### src/rtl/display_scan_counter.sv
// N-digit BCD up/down counter with load, scanned onto a multiplexed 7-segment display.
// Count steps and digit scanning are paced by clock-enable prescalers in a single clock domain.
module display_scan_counter #(
  parameter int N_DIGITS     = 4,
  parameter int SCAN_DIV     = 100,
  parameter int TICK_DIV     = 10000000,
  parameter int COMMON_ANODE = 1
) (
  input  logic                    clk,
  input  logic                    reset,
  input  logic                    en,
  input  logic                    up_down,
  input  logic                    load,
  input  logic [4*N_DIGITS-1:0]   load_value,
  input  logic                    blank_lz,
  input  logic [N_DIGITS-1:0]     dp_in,
  output logic [7:0]              segment_outputs,
  output logic [N_DIGITS-1:0]     anode_select,
  output logic [4*N_DIGITS-1:0]   value,
  output logic                    wrap
);

  localparam int TW = (TICK_DIV > 1) ? $clog2(TICK_DIV) : 1;
  localparam int SW = $clog2(SCAN_DIV);
  localparam int IW = (N_DIGITS > 1) ? $clog2(N_DIGITS) : 1;
  localparam logic [7:0]          SEG_OFF = (COMMON_ANODE != 0) ? 8'hFF : 8'h00;
  localparam logic [N_DIGITS-1:0] AN_OFF  = (COMMON_ANODE != 0) ? '1 : '0;

  logic [TW-1:0]         tick_cnt;
  logic [SW-1:0]         scan_cnt;
  logic [IW-1:0]         scan_idx;
  logic                  tick;
  logic [4*N_DIGITS-1:0] load_clamped;
  logic [4*N_DIGITS-1:0] value_step;
  logic                  carry;
  logic [3:0]            digit;
  logic [N_DIGITS-1:0]   zero_from;
  logic                  zero_run;
  logic [3:0]            cur_digit;
  logic                  cur_dp;
  logic                  cur_blank;
  logic [7:0]            seg_act;
  logic [N_DIGITS-1:0]   an_act;
  logic [7:0]            seg_next;
  logic [N_DIGITS-1:0]   an_next;

  function automatic logic [6:0] seg_decode(input logic [3:0] d);
    case (d)
      4'd0:    seg_decode = 7'h3F;
      4'd1:    seg_decode = 7'h06;
      4'd2:    seg_decode = 7'h5B;
      4'd3:    seg_decode = 7'h4F;
      4'd4:    seg_decode = 7'h66;
      4'd5:    seg_decode = 7'h6D;
      4'd6:    seg_decode = 7'h7D;
      4'd7:    seg_decode = 7'h07;
      4'd8:    seg_decode = 7'h7F;
      4'd9:    seg_decode = 7'h6F;
      default: seg_decode = 7'h00;
    endcase
  endfunction

  assign tick = en && (tick_cnt == TW'(TICK_DIV - 1));

  always_comb begin
    load_clamped = '0;
    for (int i = 0; i < N_DIGITS; i++)
      load_clamped[4*i +: 4] = (load_value[4*i +: 4] > 4'd9) ? 4'd9 : load_value[4*i +: 4];
  end

  // Ripple carry/borrow through the digits; a carry out of the top digit is the wrap.
  always_comb begin
    value_step = value;
    carry      = 1'b1;
    digit      = '0;
    for (int i = 0; i < N_DIGITS; i++) begin
      digit = value[4*i +: 4];
      if (carry) begin
        if (up_down) begin
          if (digit == 4'd9) value_step[4*i +: 4] = 4'd0;
          else begin
            value_step[4*i +: 4] = digit + 4'd1;
            carry = 1'b0;
          end
        end else begin
          if (digit == 4'd0) value_step[4*i +: 4] = 4'd9;
          else begin
            value_step[4*i +: 4] = digit - 4'd1;
            carry = 1'b0;
          end
        end
      end
    end
  end

  always_comb begin
    zero_from = '0;
    zero_run  = 1'b1;
    cur_digit = '0;
    cur_dp    = 1'b0;
    cur_blank = 1'b0;
    an_act    = '0;
    for (int i = N_DIGITS - 1; i >= 0; i--) begin
      zero_run     = zero_run & (value[4*i +: 4] == 4'd0);
      zero_from[i] = zero_run;
    end
    for (int i = 0; i < N_DIGITS; i++) begin
      if (scan_idx == IW'(i)) begin
        cur_digit = value[4*i +: 4];
        cur_dp    = dp_in[i];
        cur_blank = blank_lz && (i != 0) && zero_from[i];
        an_act[i] = 1'b1;
      end
    end
    seg_act = {cur_dp, cur_blank ? 7'h00 : seg_decode(cur_digit)};
    // First cycle of each slot is dark to hide ghosting from the previous digit.
    if (scan_cnt == '0) begin
      seg_act = '0;
      an_act  = '0;
    end
    seg_next = (COMMON_ANODE != 0) ? ~seg_act : seg_act;
    an_next  = (COMMON_ANODE != 0) ? ~an_act : an_act;
  end

  always_ff @(posedge clk or negedge reset) begin
    if (!reset) begin
      tick_cnt        <= '0;
      scan_cnt        <= '0;
      scan_idx        <= '0;
      value           <= '0;
      wrap            <= 1'b0;
      segment_outputs <= SEG_OFF;
      anode_select    <= AN_OFF;
    end else begin
      wrap <= 1'b0;
      if (load) begin
        value    <= load_clamped;
        tick_cnt <= '0;
      end else begin
        if (en) tick_cnt <= tick ? '0 : tick_cnt + TW'(1);
        if (tick) begin
          value <= value_step;
          wrap  <= carry;
        end
      end
      if (scan_cnt == SW'(SCAN_DIV - 1)) begin
        scan_cnt <= '0;
        scan_idx <= (scan_idx == IW'(N_DIGITS - 1)) ? '0 : scan_idx + IW'(1);
      end else begin
        scan_cnt <= scan_cnt + SW'(1);
      end
      segment_outputs <= seg_next;
      anode_select    <= an_next;
    end
  end

endmodule

### config.mk
export PLATFORM = sky130hd
export DESIGN_NAME = display_scan_counter
export DESIGN_NICKNAME = d
export VERILOG_FILES = /design/src/rtl/display_scan_counter.sv
export SDC_FILE = /design/constraint.sdc
export NUM_CORES = 1
export LEC_CHECK = 0
export CORE_ASPECT_RATIO = 0.8
export CORE_UTILIZATION = 45
export DETAILED_ROUTE_END_ITERATION = 10
export HOLD_SLACK_MARGIN = 0.15
export PLACE_DENSITY = 0.7
export SLEW_MARGIN = 20
export SYNTH_ARGS = -nofsm -noshare
export SYNTH_HDL_FRONTEND = slang
export SYNTH_SLANG_ARGS = --single-unit
export TNS_END_PERCENT = 1
### constraint.sdc
create_clock -name clk -period 2.4 [get_ports clk]
set_clock_uncertainty 0.15 [all_clocks]
set_input_delay 0.48 -clock clk [delete_from_list [all_inputs] [get_ports clk]]
set_output_delay 0.48 -clock clk [all_outputs]
set_load 0.02 [all_outputs]
==> qor.log, run 1 <==
[outcome] result of the run complete, but fails checks
[outcome] violations in the final reports negative setup slack
[cells_and_area] area growth from synthesis to layout 34.1%
[floorplanning] overall die area 9610 um2
[grt] vias in the first global route 3624
[grt] first-pass GRT wire length 17.8 mm
[synth] EDFF count, synth 0
[critical_path] WP data required 2.51 ns
[critical_path] cell occurring most often along the worst timing path sky130_fd_sc_hd__ha_4
[routing] Total Wirelength 11.1 mm
[timing] number of max-slew violations in the final report 0
[timing] transition at the pin with the smallest max-transition slack 0.565 ns
[cells_and_area] area taken by multi-input logic gates 2520 um2
[synth] post-synthesis instance area 4150 um2
[critical_path] critical path class register to register
[min_path] Worst Hold Class register to register
[timing] FMAX 0.415 GHz
[power] Net Sw Frac 27.3%
[critical_path] CP delay by family, top compound AO/OA/AOI/OAI gates
[synth] sequential area share after synthesis 37.7%
[power] Pwr per Cell Area 524 nW/um2
[critical_path] crit path cell chain inv_4 > ha_4 > nor2b_4 > a221oi_4 > a211oi_2 > a21oi_2 > buf_4 > ha_4 > or3_1 > a31o_2
[routing] number of remaining DRC errors 0
[synth] share of flip-flops with an asynchronous set or reset 100%
[routing] DR vias/cell 5.77
[cells_and_area] number of standard cells in the layout, taps in and fillers out 676
[clock_tree] CTS tree yes
[clock_tree] cts bufs inserted 9
[routing] average wire length per cell after detail routing 16.4 um
[clock_tree] total number of clock tree sinks 62
[cells_and_area] commonest cells after routing, fill and taps aside sky130_fd_sc_hd__clkdlybuf4s50_1 (53), sky130_fd_sc_hd__buf_4 (53), sky130_fd_sc_hd__dfrtp_1 (48), sky130_fd_sc_hd__nor2_1 (45), sky130_fd_sc_hd__o21ai_0 (33)
[synth] synthesized flop and latch total 62
[clock_tree] CTS max path bufs 2
[timing] Setup TNS Final -0.0159 ns
[power] Max VDD drop 0.450 mV
[power] internal power 2.12 mW
[critical_path] crit start category register
[timing] Setup violations, final 2
[cells_and_area] Final nets 597
[power] static leakage power 2.27 nW
[floorplanning] Die H 87.9 um
[clock_tree] depth of the CTS H-tree 3
[clock_tree] clock-pin transition on the worst setup and hold timing paths 0.05 ns
[cells_and_area] number of diodes added for antenna fixing 0
[timing] final worst slack -0.0120 ns
[grt] GRT overflow 0
[critical_path] highest net fanout along the worst path 4
[grt] maximum number of pins on one net before global-route repair 63
[synth] mean instance size in the synthesized netlist 8.87 um2
[routing] first drt pass iteration count 5
[synth] Synth Instances 468
[cells_and_area] final core occ 63.9%
[floorplanning] core area 8710 um2
[critical_path] Buf/Inv on CP 2
[placed_design] placed wire-length estimate after detailed placement 7.66 mm
[timing] min Tclk post-route 2.41 ns
[critical_path] arrival time of data at the critical path endpoint 2.52 ns
[floorplanning] IO Count 55
[floorplanning] horizontal die dimension 109 um
[clock_tree] Skew-Pair Late Insertion Delay 0.34 ns
[synth] dominant register cell in the synthesized netlist sky130_fd_sc_hd__dfrtp_1
[synth] Syn Nets 506
[timing] hold violation total from the final report 0
[grt] antenna violations before repair 0
[critical_path] delay contributed by the slowest stage of the critical path 0.45 ns
[timing] period utilization 101%
[routing] via total after detailed routing 3899
[placed_design] PortBufs 54
[power] net switching component of the power 0.796 mW
[power] part of the total power dissipated in the clock network 39.9%
[timing] RSZ-0062 raised after global routing true
[routing] number of antenna-violating nets in the routed design 0
[grt] total global-route track usage 24.3%
[power] sequential cell fraction of total power 39.7%
[synth] Unique masters post-synth 71
[run] max-cap check violation count 0
[critical_path] highest-delay cell along the critical path sky130_fd_sc_hd__dfrtp_2
[placed_design] DP Cell Count 654
[cells_and_area] fraction of final layout cells sized beyond drive strength 1 22.7%
[floorplanning] cell row count 30
[clock_tree] Root Driver sky130_fd_sc_hd__clkbuf_16
[critical_path] type of element capturing the critical path register
[cells_and_area] Filler Cell Count 743
[routing] count of routing violations after the opening detailed-route iteration 205
[cells_and_area] Register Area 1570 um2
[timing] tightest slew margin relative to the limit 62.2%
[placed_design] worst setup slack after placement -0.343 ns
[power] Comb pwr share 20.5%
[floorplanning] initial standard-cell utilization of the core 47.7%
[placed_design] final weighted congestion in routability-driven placement 0.834
[synth] synth warn 0
==> stage by stage <==
step / total power, mW / instance area (um2) / hold slack, ns
floorplan: 1.48 / 4180 / 0.0344
global placement: 1.73 / 5130 / 0.321
detailed placement: 1.74 / 5130 / 0.326
CTS: 2.92 / 5460 / 0.334
global route: 3.05 / 5570 / 0.345
finish: 2.92 / 5570 / 0.335
==> synthesized netlist by cell type (4+ instances only) <==
library cell | count | area [um2]
sky130_fd_sc_hd__and4_1 | 4 | 35.0
sky130_fd_sc_hd__or3_1 | 4 | 25.0
sky130_fd_sc_hd__dfrtp_1 | 50 | 1250
sky130_fd_sc_hd__inv_1 | 14 | 52.6
sky130_fd_sc_hd__buf_2 | 5 | 25.0
sky130_fd_sc_hd__and3_1 | 11 | 68.8
sky130_fd_sc_hd__nor2b_1 | 8 | 50.1
sky130_fd_sc_hd__o21a_1 | 4 | 30.0
sky130_fd_sc_hd__a21oi_1 | 16 | 80.1
sky130_fd_sc_hd__mux2i_1 | 5 | 50.1
sky130_fd_sc_hd__or4_1 | 4 | 30.0
sky130_fd_sc_hd__nor4_1 | 13 | 81.3
sky130_fd_sc_hd__xor2_1 | 20 | 175
sky130_fd_sc_hd__nor3_1 | 13 | 65.1
sky130_fd_sc_hd__nand2b_1 | 6 | 37.5
sky130_fd_sc_hd__nand4_1 | 10 | 62.6
sky130_fd_sc_hd__or2_2 | 4 | 25.0
sky130_fd_sc_hd__xnor2_1 | 11 | 96.3
sky130_fd_sc_hd__a21boi_0 | 4 | 30.0
sky130_fd_sc_hd__nand3b_1 | 7 | 52.6
sky130_fd_sc_hd__dfstp_2 | 12 | 315
sky130_fd_sc_hd__a21o_1 | 4 | 30.0
sky130_fd_sc_hd__ha_1 | 12 | 150
sky130_fd_sc_hd__clkbuf_1 | 22 | 82.6
sky130_fd_sc_hd__nor2_1 | 45 | 169
sky130_fd_sc_hd__nand3_1 | 21 | 105
sky130_fd_sc_hd__o21ai_0 | 33 | 165
sky130_fd_sc_hd__nand2_1 | 32 | 120
sky130_fd_sc_hd__o211ai_1 | 4 | 30.0
sky130_fd_sc_hd__a221oi_1 | 4 | 35.0
==> registers in the layout, summed over array words and instances (netlist names) <==
signal and flops:
segment_outputs 8, value 16, scan_cnt 7, wrap 1, anode_select 4, scan_idx 2
tick_cnt 24
==> layout make-up <==
class | instances | share of cell area (%)
clock buffer | 15 | 4.63
inverter | 14 | 0.989
sequential | 62 | 28.2
clock inverter | 1 | 0.0899
multi-input combinational | 359 | 45.3
tap | 112 | 2.52
timing repair buffer | 113 | 18.3
==> power groups by stage <==
stage	clock (mW)	combinational (mW)	sequential (mW)
global placement	0	0.564	1.17
finish	1.16	0.597	1.16
CTS	1.19	0.581	1.15
global route	1.24	0.654	1.16
floorplan	0	0.270	1.21
detailed placement	0	0.572	1.17
==> metal layers <==
metal / global-route usage (%) / wire length [um] / up-vias
met1: 35.0 / 5520 / 1876
met3: 4.69 / 524 / 20
met2: 35.8 / 4810 / 115
met4: 9.58 / 208 / 0
li1: - / - / 1888
met5: 0 / 0 / -
==> final timing paths <==
check / to / start / slack, ns / depth (start not counted)
worst max-delay path: segment_outputs[0] / scan_idx[0] / -0.01 / 10
worst min-delay path: scan_cnt[0] / scan_cnt[0] / 0.33 / 1
worst max register to register: segment_outputs[0] / scan_idx[0] / -0.01 / 10
worst min register to register: scan_cnt[0] / scan_cnt[0] / 0.33 / 1
max in group asynchronous: anode_select[0] / reset / 1.23 / 3
min in group asynchronous: tick_cnt[11] / reset / 0.54 / 3
==> logic make-up (layout without fill, tap and decap cells) <==
group	after synthesis	after routing	share of synthesized area [%]
muxes	8	8	2.02
buffers and inverters	47	143	4.61
DFF	62	62	37.7
AOI/OAI and AO/OA	104	104	17.6
adders and majority gates	12	12	3.62
xor gates and xnor gates	31	31	6.54
and+or+nand+nor	204	204	27.9
==> repair_timing <==
item | 4_1_cts | 5_1_grt
resized for setup | 7 | 20
pin swaps | 5 | 6
endpoints found under the setup margin | 5 | 10
setup buffers | 3 | 2
hold endpoints to repair | 50 | 0
hold buffers | 1 | 0
No activity file was read; power rests on OpenSTA's default activity.
==> run 2: changes to the inputs <==
Settings changed: CELL_PAD_IN_SITES_DETAIL_PLACEMENT set to 0, CELL_PAD_IN_SITES_GLOBAL_PLACEMENT set to 1, CORE_UTILIZATION 45 to 38, PLACE_DENSITY 0.7 to not set, PLACE_DENSITY_LB_ADDON set to 0.1.
==> qor.log, run 2 (synthesis results as in run 1) <==
[outcome] result of the run complete, but fails checks
[outcome] violations in the final reports negative setup slack
[floorplanning] IO Count 55
[critical_path] arrival time of data at the critical path endpoint 2.53 ns
[critical_path] total number of cells along the worst setup path 9
[cells_and_area] number of diodes added for antenna fixing 0
[timing] Setup TNS Final -0.00985 ns
[grt] GRT overflow 0
[cells_and_area] area growth from synthesis to layout 36.3%
[timing] Setup violations, final 1
[critical_path] worst setup path endpoint segment_outputs[3]
[routing] via total after detailed routing 3817
[critical_path] Reg2Reg Depth 9
[timing] min Tclk post-route 2.41 ns
[critical_path] delay contributed by the slowest stage of the critical path 0.39 ns
[min_path] Worst Hold Class register to register
[clock_tree] CTS tree yes
[timing] FMAX 0.415 GHz
[cells_and_area] most frequent standard cell in the layout excluding fill and tap cells sky130_fd_sc_hd__buf_4
[grt] maximum number of pins on one net before global-route repair 47
[critical_path] critical path class register to register
[timing] final worst slack -0.00985 ns
[critical_path] crit path cell chain buf_6 > ha_4 > or2_4 > a221o_1 > nand2_2 > inv_2 > ha_1 > or3_1 > a31o_2
[floorplanning] overall die area 11300 um2
[routing] number of remaining DRC errors 0
[floorplanning] horizontal die dimension 119 um
[clock_tree] depth of the CTS H-tree 3
[power] Pwr per Cell Area 523 nW/um2
[floorplanning] Die H 95.5 um
[critical_path] highest net fanout along the worst path 2
[critical_path] CP delay by family, top simple AND/OR/NAND/NOR gates
[cells_and_area] Biggest register tick_cnt
[cells_and_area] final core occ 54.2%
[clock_tree] Skew-Pair Late Insertion Delay 0.34 ns
[routing] first drt pass iteration count 4
[clock_tree] clock-pin transition on the worst setup and hold timing paths 0.06 ns
[critical_path] crit start category register
[cells_and_area] Final nets 607
[critical_path] highest-delay cell along the critical path sky130_fd_sc_hd__dfrtp_1
[placed_design] worst setup slack after placement -0.236 ns
[clock_tree] Root Driver sky130_fd_sc_hd__clkbuf_16
[critical_path] WP data required 2.52 ns
[clock_tree] cts bufs inserted 9
[placed_design] placed wire-length estimate after detailed placement 8.23 mm
[placed_design] DP Cell Count 692
[cells_and_area] commonest cells after routing, fill and taps aside sky130_fd_sc_hd__buf_4 (65), sky130_fd_sc_hd__clkdlybuf4s50_1 (53), sky130_fd_sc_hd__dfrtp_1 (49), sky130_fd_sc_hd__nor2_1 (45), sky130_fd_sc_hd__o21ai_0 (33)
[power] static leakage power 2.32 nW
[routing] Total Wirelength 11.2 mm
[routing] DR vias/cell 5.35
[floorplanning] core area 10400 um2
[timing] hold violation total from the final report 0
[power] Max VDD drop 0.334 mV
[critical_path] type of element capturing the critical path register
[timing] period utilization 100%
[cells_and_area] fraction of final layout cells sized beyond drive strength 1 23.7%
[routing] number of antenna-violating nets in the routed design 0
[grt] antenna violations before repair 0
[timing] number of max-slew violations in the final report 0
[cells_and_area] largest registers tick_cnt (24), value (16), segment_outputs (8)
[grt] total global-route track usage 21.2%
[clock_tree] CTS max path bufs 2
[critical_path] Buf/Inv on CP 2
[grt] vias in the first global route 3724
[timing] worst hold-check slack 0.348 ns
[placed_design] final weighted congestion in routability-driven placement 0.832
[critical_path] CP startpoint scan_idx[1]
[routing] count of routing violations after the opening detailed-route iteration 251
[clock_tree] total number of clock tree sinks 62
[cells_and_area] flip-flop count of the largest register after layout 24
[routing] average wire length per cell after detail routing 15.7 um
[critical_path] r2r endpoint segment_outputs[3]
[floorplanning] cell row count 33
[timing] tightest slew margin relative to the limit 66.5%
[run] max-cap check violation count 0
[floorplanning] initial standard-cell utilization of the core 39.7%
[placed_design] PortBufs 54
[critical_path] R2R Path Start scan_idx[1]
[timing] RSZ-0062 raised after global routing true
[cells_and_area] number of standard cells in the layout, taps in and fillers out 714
[min_path] Cells on Worst Hold Path 1
[grt] first-pass GRT wire length 18.7 mm
[critical_path] register-to-register setup slack -0.01 ns
[timing] transition at the pin with the smallest max-transition slack 0.497 ns
-- run 2: layer usage --
layer	vias to the layer above	GRT usage, %	part of all wire [%]
met3	12	3.71	3.4
met4	0	7.17	1.3
met5	-	0	0
met1	1826	29.2	50
met2	79	33.8	45
li1	1900	-	-
-- run 2: worst min path at each step --
stage	slack [ns]	from	to
after floorplan	0.03	reset	scan_cnt[0]
after global placement	0.31	reset	value[5]
after detailed placement	0.31	reset	value[4]
after CTS	0.35	scan_cnt[0]	scan_cnt[0]
after global routing	0.37	scan_cnt[0]	scan_cnt[0]
final	0.35	scan_cnt[0]	scan_cnt[0]
-- run 2: final cells by class --
cell class | instances | area (um2)
clock buffers | 13 | 250
clock inverters | 3 | 20.0
fillers | 973 | 4790
inverters | 14 | 55.1
multi-input cells | 359 | 2500
flip-flops and latches | 62 | 1570
well taps | 140 | 175
repair buffers | 123 | 1080
-- run 2: stage by stage --
step / total power [mW] / cell area, um2
detailed placement: 1.76 / 5240
CTS: 2.98 / 5600
global route: 3.08 / 5660
finish: 2.96 / 5660
floorplan: 1.48 / 4180
global placement: 1.76 / 5240
-- run 2: power by group --
part	internal, mW	switching [mW]	leakage (nW)
Combinational	0.295	0.306	1.41
Clock	0.726	0.476	0.126
Sequential	1.11	0.0471	0.780
Total	2.13	0.830	2.32
-- run 2: what timing repair did --
action | in CTS | in global routing
resized for setup | 9 | 12
endpoints found under the hold margin | 18 | 0
pin swaps | 6 | 5
hold buffers | 1 | 0
buffers inserted | 3 | 2
setup endpoints to repair | 4 | 10
